`src/rtl/census_stream_ctrl_if.sv`:
```
// Pixel source handshake and census-unit drive bundle for census_stream_ctrl.
// master = pixel source / census consumer side, slave = the frame sequencer.
interface census_stream_ctrl_if;
   logic [7:0] src_val;
   logic       src_valid;
   logic       src_sof;
   logic       src_ready;
   logic [7:0] cen_val;
   logic [9:0] cen_x;
   logic [9:0] cen_y;
   logic       cen_is_val;
   logic [7:0] cen_thresh;
   logic       cen_reset;

   modport master (
      output src_val, src_valid, src_sof,
      input  src_ready,
      input  cen_val, cen_x, cen_y, cen_is_val, cen_thresh, cen_reset
   );

   modport slave (
      input  src_val, src_valid, src_sof,
      output src_ready,
      output cen_val, cen_x, cen_y, cen_is_val, cen_thresh, cen_reset
   );
endinterface

```
`src/rtl/census_stream_ctrl.sv`:
```
// Frame sequencer for the streaming census unit: numbers incoming pixels,
// flushes the census line buffers at end of frame and reports frame completion.
module census_stream_ctrl #(
   parameter int ROW_SZ    = 320,
   parameter int COL_SZ    = 240,
   parameter int FLUSH_LEN = 2*ROW_SZ+3
) (
   input  logic                clk,
   input  logic                reset_n,
   input  logic [7:0]          thresh_in,
   input  logic                thresh_we,
   census_stream_ctrl_if.slave bus,
   output logic                frame_done,
   output logic                sof_err,
   output logic                busy,
   output logic [15:0]         frame_cnt
);

   localparam int              FCW    = $clog2(FLUSH_LEN + 1);
   localparam logic [9:0]      X_LAST = 10'(ROW_SZ - 1);
   localparam logic [9:0]      Y_LAST = 10'(COL_SZ - 1);
   localparam logic [FCW-1:0]  F_LAST = FCW'(FLUSH_LEN - 1);

   typedef enum logic [1:0] {IDLE, RUN, FLUSH, DONE} state_t;

   state_t         state_q, state_d;
   logic [9:0]     x_q, x_d, y_q, y_d;
   logic [FCW-1:0] fcnt_q, fcnt_d;
   logic [7:0]     stg_q, stg_d;
   logic [7:0]     thr_q, thr_d;
   logic [7:0]     val_q, val_d;
   logic [9:0]     cx_q, cx_d, cy_q, cy_d;
   logic           isval_q, isval_d;
   logic           rst_done_q, rst_done_d;
   logic           cen_reset_q, cen_reset_d;
   logic           done_q, done_d;
   logic           err_q, err_d;
   logic           busy_q, busy_d;
   logic [15:0]    cnt_q, cnt_d;
   logic [9:0]     x_adv, y_adv;
   logic           src_ready;
   logic           accept;

   // Ready is held low until the one-cycle census reset has been issued.
   assign src_ready = rst_done_q && ((state_q == IDLE) || (state_q == RUN));
   assign accept    = bus.src_valid && src_ready;

   always_comb begin
      x_adv = x_q + 10'd1;
      y_adv = y_q;
      if (x_q == X_LAST) begin
         x_adv = 10'd0;
         y_adv = (y_q == Y_LAST) ? 10'd0 : y_q + 10'd1;
      end
   end

   always_comb begin
      state_d     = state_q;
      x_d         = x_q;
      y_d         = y_q;
      fcnt_d      = fcnt_q;
      stg_d       = thresh_we ? thresh_in : stg_q;
      thr_d       = thr_q;
      val_d       = val_q;
      cx_d        = cx_q;
      cy_d        = cy_q;
      isval_d     = 1'b0;
      done_d      = 1'b0;
      err_d       = 1'b0;
      cnt_d       = cnt_q;
      rst_done_d  = rst_done_q | cen_reset_q;
      cen_reset_d = !rst_done_q && !cen_reset_q;

      unique case (state_q)
         IDLE: begin
            if (accept && bus.src_sof) begin
               val_d   = bus.src_val;
               cx_d    = 10'd0;
               cy_d    = 10'd0;
               isval_d = 1'b1;
               thr_d   = stg_q;
               x_d     = 10'd1;
               y_d     = 10'd0;
               state_d = RUN;
            end
         end
         RUN: begin
            if (accept) begin
               val_d   = bus.src_val;
               isval_d = 1'b1;
               if (bus.src_sof) begin
                  // A new frame start restarts numbering without counting a frame.
                  err_d = 1'b1;
                  cx_d  = 10'd0;
                  cy_d  = 10'd0;
                  thr_d = stg_q;
                  x_d   = 10'd1;
                  y_d   = 10'd0;
               end else begin
                  cx_d = x_q;
                  cy_d = y_q;
                  if ((x_q == X_LAST) && (y_q == Y_LAST)) begin
                     x_d     = 10'd0;
                     y_d     = 10'd0;
                     fcnt_d  = '0;
                     state_d = FLUSH;
                  end else begin
                     x_d = x_adv;
                     y_d = y_adv;
                  end
               end
            end
         end
         FLUSH: begin
            val_d   = 8'd0;
            cx_d    = x_q;
            cy_d    = y_q;
            isval_d = 1'b1;
            x_d     = x_adv;
            y_d     = y_adv;
            fcnt_d  = fcnt_q + 1'b1;
            if (fcnt_q == F_LAST) state_d = DONE;
         end
         DONE: begin
            done_d  = 1'b1;
            cnt_d   = cnt_q + 16'd1;
            state_d = IDLE;
         end
         default: state_d = IDLE;
      endcase

      busy_d = (state_d == RUN) || (state_d == FLUSH);
   end

   always_ff @(posedge clk or negedge reset_n) begin
      if (!reset_n) begin
         state_q     <= IDLE;
         x_q         <= '0;
         y_q         <= '0;
         fcnt_q      <= '0;
         stg_q       <= '0;
         thr_q       <= '0;
         val_q       <= '0;
         cx_q        <= '0;
         cy_q        <= '0;
         isval_q     <= 1'b0;
         rst_done_q  <= 1'b0;
         cen_reset_q <= 1'b0;
         done_q      <= 1'b0;
         err_q       <= 1'b0;
         busy_q      <= 1'b0;
         cnt_q       <= '0;
      end else begin
         state_q     <= state_d;
         x_q         <= x_d;
         y_q         <= y_d;
         fcnt_q      <= fcnt_d;
         stg_q       <= stg_d;
         thr_q       <= thr_d;
         val_q       <= val_d;
         cx_q        <= cx_d;
         cy_q        <= cy_d;
         isval_q     <= isval_d;
         rst_done_q  <= rst_done_d;
         cen_reset_q <= cen_reset_d;
         done_q      <= done_d;
         err_q       <= err_d;
         busy_q      <= busy_d;
         cnt_q       <= cnt_d;
      end
   end

   assign bus.src_ready  = src_ready;
   assign bus.cen_val    = val_q;
   assign bus.cen_x      = cx_q;
   assign bus.cen_y      = cy_q;
   assign bus.cen_is_val = isval_q;
   assign bus.cen_thresh = thr_q;
   assign bus.cen_reset  = cen_reset_q;
   assign frame_done     = done_q;
   assign sof_err        = err_q;
   assign busy           = busy_q;
   assign frame_cnt      = cnt_q;

endmodule

```
`src/flat_wrapper.sv`:
```
// flat-port wrapper written by rule: the top's interface ports become plain ports
module census_stream_ctrl_flat 
#(
   parameter int ROW_SZ    = 320,
   parameter int COL_SZ    = 240,
   parameter int FLUSH_LEN = 2*ROW_SZ+3
)
  (clk, reset_n, thresh_in, thresh_we, frame_done, sof_err, busy, frame_cnt, bus_src_val, bus_src_valid, bus_src_sof, bus_src_ready, bus_cen_val, bus_cen_x, bus_cen_y, bus_cen_is_val, bus_cen_thresh, bus_cen_reset);
  census_stream_ctrl_if bus_i ();
  input  logic clk;
  input  logic reset_n;
  input  logic [7:0] thresh_in;
  input  logic thresh_we;
  output logic frame_done;
  output logic sof_err;
  output logic busy;
  output logic [15:0] frame_cnt;
  input wire logic [$bits(bus_i.src_val)-1:0] bus_src_val;
  input wire logic [$bits(bus_i.src_valid)-1:0] bus_src_valid;
  input wire logic [$bits(bus_i.src_sof)-1:0] bus_src_sof;
  output wire logic [$bits(bus_i.src_ready)-1:0] bus_src_ready;
  output wire logic [$bits(bus_i.cen_val)-1:0] bus_cen_val;
  output wire logic [$bits(bus_i.cen_x)-1:0] bus_cen_x;
  output wire logic [$bits(bus_i.cen_y)-1:0] bus_cen_y;
  output wire logic [$bits(bus_i.cen_is_val)-1:0] bus_cen_is_val;
  output wire logic [$bits(bus_i.cen_thresh)-1:0] bus_cen_thresh;
  output wire logic [$bits(bus_i.cen_reset)-1:0] bus_cen_reset;
  assign bus_i.src_val = bus_src_val;
  assign bus_i.src_valid = bus_src_valid;
  assign bus_i.src_sof = bus_src_sof;
  assign bus_src_ready = bus_i.src_ready;
  assign bus_cen_val = bus_i.cen_val;
  assign bus_cen_x = bus_i.cen_x;
  assign bus_cen_y = bus_i.cen_y;
  assign bus_cen_is_val = bus_i.cen_is_val;
  assign bus_cen_thresh = bus_i.cen_thresh;
  assign bus_cen_reset = bus_i.cen_reset;
  census_stream_ctrl #(.ROW_SZ(ROW_SZ), .COL_SZ(COL_SZ), .FLUSH_LEN(FLUSH_LEN)) u_core (.clk(clk), .reset_n(reset_n), .thresh_in(thresh_in), .thresh_we(thresh_we), .bus(bus_i), .frame_done(frame_done), .sof_err(sof_err), .busy(busy), .frame_cnt(frame_cnt));
endmodule
```
`config.mk`:
```
export PLATFORM = sky130hd
export DESIGN_NAME = census_stream_ctrl_flat
export DESIGN_NICKNAME = d
export VERILOG_FILES = /design/src/rtl/census_stream_ctrl_if.sv /design/src/rtl/census_stream_ctrl.sv /design/src/flat_wrapper.sv
export SDC_FILE = /design/constraint.sdc
export NUM_CORES = 1
export LEC_CHECK = 0
export CORE_MARGIN = 5
export CORE_UTILIZATION = 40
export DETAILED_ROUTE_END_ITERATION = 7
export GPL_TIMING_DRIVEN = 0
export PLACE_DENSITY = 0.73
export SETUP_SLACK_MARGIN = 0.05
export SYNTH_ARGS = -nofsm -noshare
export SYNTH_HDL_FRONTEND = slang
export SYNTH_SLANG_ARGS = --single-unit
```
`constraint.sdc`:
```
create_clock -name clk -period 3 [get_ports clk]
set_clock_uncertainty 0.2 [all_clocks]
set_input_delay 0.6 -clock clk [delete_from_list [all_inputs] [get_ports clk]]
set_output_delay 0.6 -clock clk [all_outputs]
set_load 0.005 [all_outputs]
```
==> metrics.md <==
| Metric | Value |
|---|---|
| DRT antenna net count | 0 |
| Root buf cell | clkbuf_16 |
| Crit path capture type | output pin |
| Most frequent cells in the layout | dfrtp_1, nand2_1, clkdlybuf4s50_1 |
| Largest net degree at the start of global routing | 55 |
| Leakage power figure | 0.002652 uW |
| Max Buffers Root-to-Sink | 2 |
| Final non-filler cell total | 702 |
| Multiplexer share of the synthesized area | 5.253% |
| Flop pwr share | 43.7% |
| Crit path time final | 2785 ps |
| Pwr Total | 3551 uW |
| Reg2reg path depth | 8 |
| Worst R2R Setup Slack | 380 ps |
| Via density | 5.370 |
| # setup viols final | 0 |
| Num rows | 39 |
| Area share of and/or/nand/nor cells after synthesis | 23.43% |
| R2R Path End | u_core.y_q[3]$_DFFE_PN0P_ |
| Port-buffer cells | 77 |
| R2R Path Start | u_core.state_q[1]$_DFF_PN0_ |
| HP Class | input pin to asynchronous set/reset pin |
| GRT Overall Usage | 16.02% |
| Critical path data required time | 2200 ps |
| Drt pass-1 iters | 4 |
| Psw | 1057 uW |
| Share of layout cells above drive strength 1 | 9.660% |
| First-pass GRT wire length | 18570 um |
| XOR/XNOR share of the synthesized area | 3.002% |
| Fin Setup TNS | 0 ps |
| Async SR Flop Fraction | 100.0% |
| Dpl hpwl | 7650 um |
| Sw frac | 29.76% |
| Mapped cell area | 4668 um^2 |
| Vias in the first global route | 3775 |
| Worst-path clk slew | 60 ps |
| Cell variety after synth | 56 |
| Post-CTS setup buffer count | 0 |
| Worst EP arrival | 1980 ps |
| H-tree depth | 3 |
| Worst-path maximum fanout | 10 |
| Unrepaired setup endpoints after global routing | false |
| Total number of vias | 3770 |
| Die width | 118.0 um |
| F_max | 0.3591 GHz |
| Slew HR | 39.92% |
| Startpoint Class | flip-flop |
| Drc violations | 0 |
| Int Pwr | 2494 uW |
| Worst Max-Slew Pin Slew | 895.2 ps |
| Compound-Gate Fraction of Synth Area | 10.51% |
| Initial Util | 40.88% |
| Status | finished, final reports clean |
| Placed Area | 5643 um^2 |
| Die height | 118.0 um |
| Max rail drop VDD | 0.3505 mV |
| Seq cells post-synth | 98 |
| Post-detailed-route wirelength per cell | 15.19 um |
| Post-synth EDFFs | 0 |
| Most common library cell in the layout ignoring fill and taps | dfrtp_1 |
| Core area | 11420 um^2 |
| Initial antenna violation count | 0 |
| Dpl cells | 686 |
| Num ports | 79 |
| Synthesized instance count | 465 |
| Max-cap violations | 0 |
| Fin nets | 584 |
| Sink Count | 98 |
| Pwr Density | 599.8 nW/um^2 |
| Post-route design area | 5921 um^2 |
| Critical path class | flip-flop to output pin |
| Die ar. | 13930 um^2 |
| Post-route clock period utilization | 92.82% |
| Main combinational cell family by area after synthesis | simple AND/OR/NAND/NOR gates |
| GP Congestion | 0.8480 |
| Clock power frac | 29.0% |
| Area Growth Syn to Fin | 26.83% |
| CTS Buf Count | 9 |
| Global route overflow | 0 |
| Mapped Nets | 495 |
| Aggregate routed wire length | 10660 um |
| Yosys warnings | 0 |
| Final Slew Violations | 0 |
| ANT cells | 0 |
| Sequential area share after synthesis | 52.53% |
| DRT iter0 DRCs | 250 |
| Hold Violations, Final | 0 |
| Comb power frac | 27.3% |
| Synth Area in Adders | 2.412% |
| TritonCTS clock tree | built |
| Worst skew pair latency | 340 ps |
| Predominant post-synthesis flop cell | dfrtp_1 |
| Syn_area_per_cell | 10.04 um^2 |
how the worst max path moves through the flow:
stage / from / endpoint / slack [ps] / depth (start not counted)
global placement: reset_n / u_core.bus.cen_thresh[1]$_DFFE_PN0P_ / -2440 / 1
CTS: u_core.state_q[1]$_DFF_PN0_ / bus_src_ready / 90 / 5
detailed placement: bus_src_valid / u_core.bus.cen_x[4]$_DFFE_PN0P_ / -480 / 8
global route: u_core.state_q[1]$_DFF_PN0_ / bus_src_ready / 60 / 6
finish: u_core.state_q[1]$_DFF_PN0_ / bus_src_ready / 220 / 6
floorplan: u_core.x_q[6]$_DFFE_PN0P_ / u_core.fcnt_q[5]$_DFFE_PN0P_ / 630 / 6
final cells by class:
cell class                 count  area, um^2
clock buffer                  14       244.0
sequential                    98        2454
multi-input combinational    332        2087
buffer                        27       117.6
tap                          143       178.9
inverter                       8       30.03
timing repair buffer          78       795.8
fill                        1043        5498
clock inverter                 2       13.76
stage by stage:
step                      setup slack [ps]  hold slack (ps)  utilization (%)
after detailed placement            -477.7            256.7            49.42
final                                215.4            57.08            51.85
after global placement               -2443            249.5            49.20
after CTS                            91.70            72.18            51.78
after global routing                 63.18            101.1            51.85
after floorplan                      628.4            104.4                -
sequential cells by signal, summed over array words and instances, names as in the netlist:
register and count:
u_core.fcnt_q 10, u_core.bus.cen_y 10, u_core.sof_err 1, u_core.busy 1
u_core.bus.cen_x 10, u_core.stg_q 8, u_core.rst_done_q 1, u_core.y_q 10
u_core.state_q 2, u_core.bus.cen_reset 1, u_core.frame_cnt 16, u_core.x_q 10
u_core.bus.cen_val 8, u_core.frame_done 1, u_core.bus.cen_thresh 8, u_core.bus.cen_is_val 1
synthesized netlist by cell type (3+ instances only):
master    instances  area (um^2)
and3_1           15        93.84
o31ai_1           8        60.06
nand2_1          86        322.8
a31oi_1           4        25.02
o21ai_0          24        120.1
xnor2_1          14        122.6
inv_1             8        30.03
o22ai_1           3        18.77
mux2_2           20        225.2
clkbuf_1         21        78.83
a211o_1           6        52.55
nor4b_1           6        52.55
nor2b_1           3        18.77
a21oi_1           8        40.04
buf_1             4        15.01
nor2_1           15        56.30
a221o_1           3        30.03
or2_2             4        25.02
a22o_1            3        26.28
dfrtp_1          98         2452
nand3b_1          9        67.56
nor3_1            7        35.03
nand2b_1          3        18.77
nand3_1          38        190.2
nand4_1           6        37.54
and2_1            4        25.02
ha_1              9        112.6
power groups by stage:
stage	Sequential (uW)	Clock, uW	Combinational [uW]
after floorplan	1580	0	464
after global placement	1570	0	927
after detailed placement	1580	0	953
after CTS	1550	1060	974
after global routing	1570	1120	1070
final	1550	1030	970
worst max-delay path, stage by stage, from the launching register on:
cell,delay [ps]
dfrtp_2,440
inv_1,100
ha_1,140
buf_2,170
buf_6,160
o21a_1,130
clkdlybuf4s50_1,510
metal layers:
layer	global-route usage [%]	vias to the layer above	wire length, um
met5	0	-	0
met4	6.738	0	218
met3	4.661	18	609
met2	24.72	88	5029
met1	21.03	1835	4806
li1	-	1829	-
timing repair:
action / 4_1_cts / 5_1_grt
endpoints found under the setup margin: 31 / 24
gates resized for setup: 5 / 10
hold buffers: 0 / 0
pin swaps: 0 / 0
logic make-up after synthesis:
logic type / after synthesis
AND/OR/NAND/NOR: 212
flip-flops: 98
AO/OA/AOI/OAI: 73
buffers and inverters: 35
multiplexers: 22
XOR/XNOR: 16
adder cells (fa/ha/maj): 9
(Power assumes the default switching activity.)
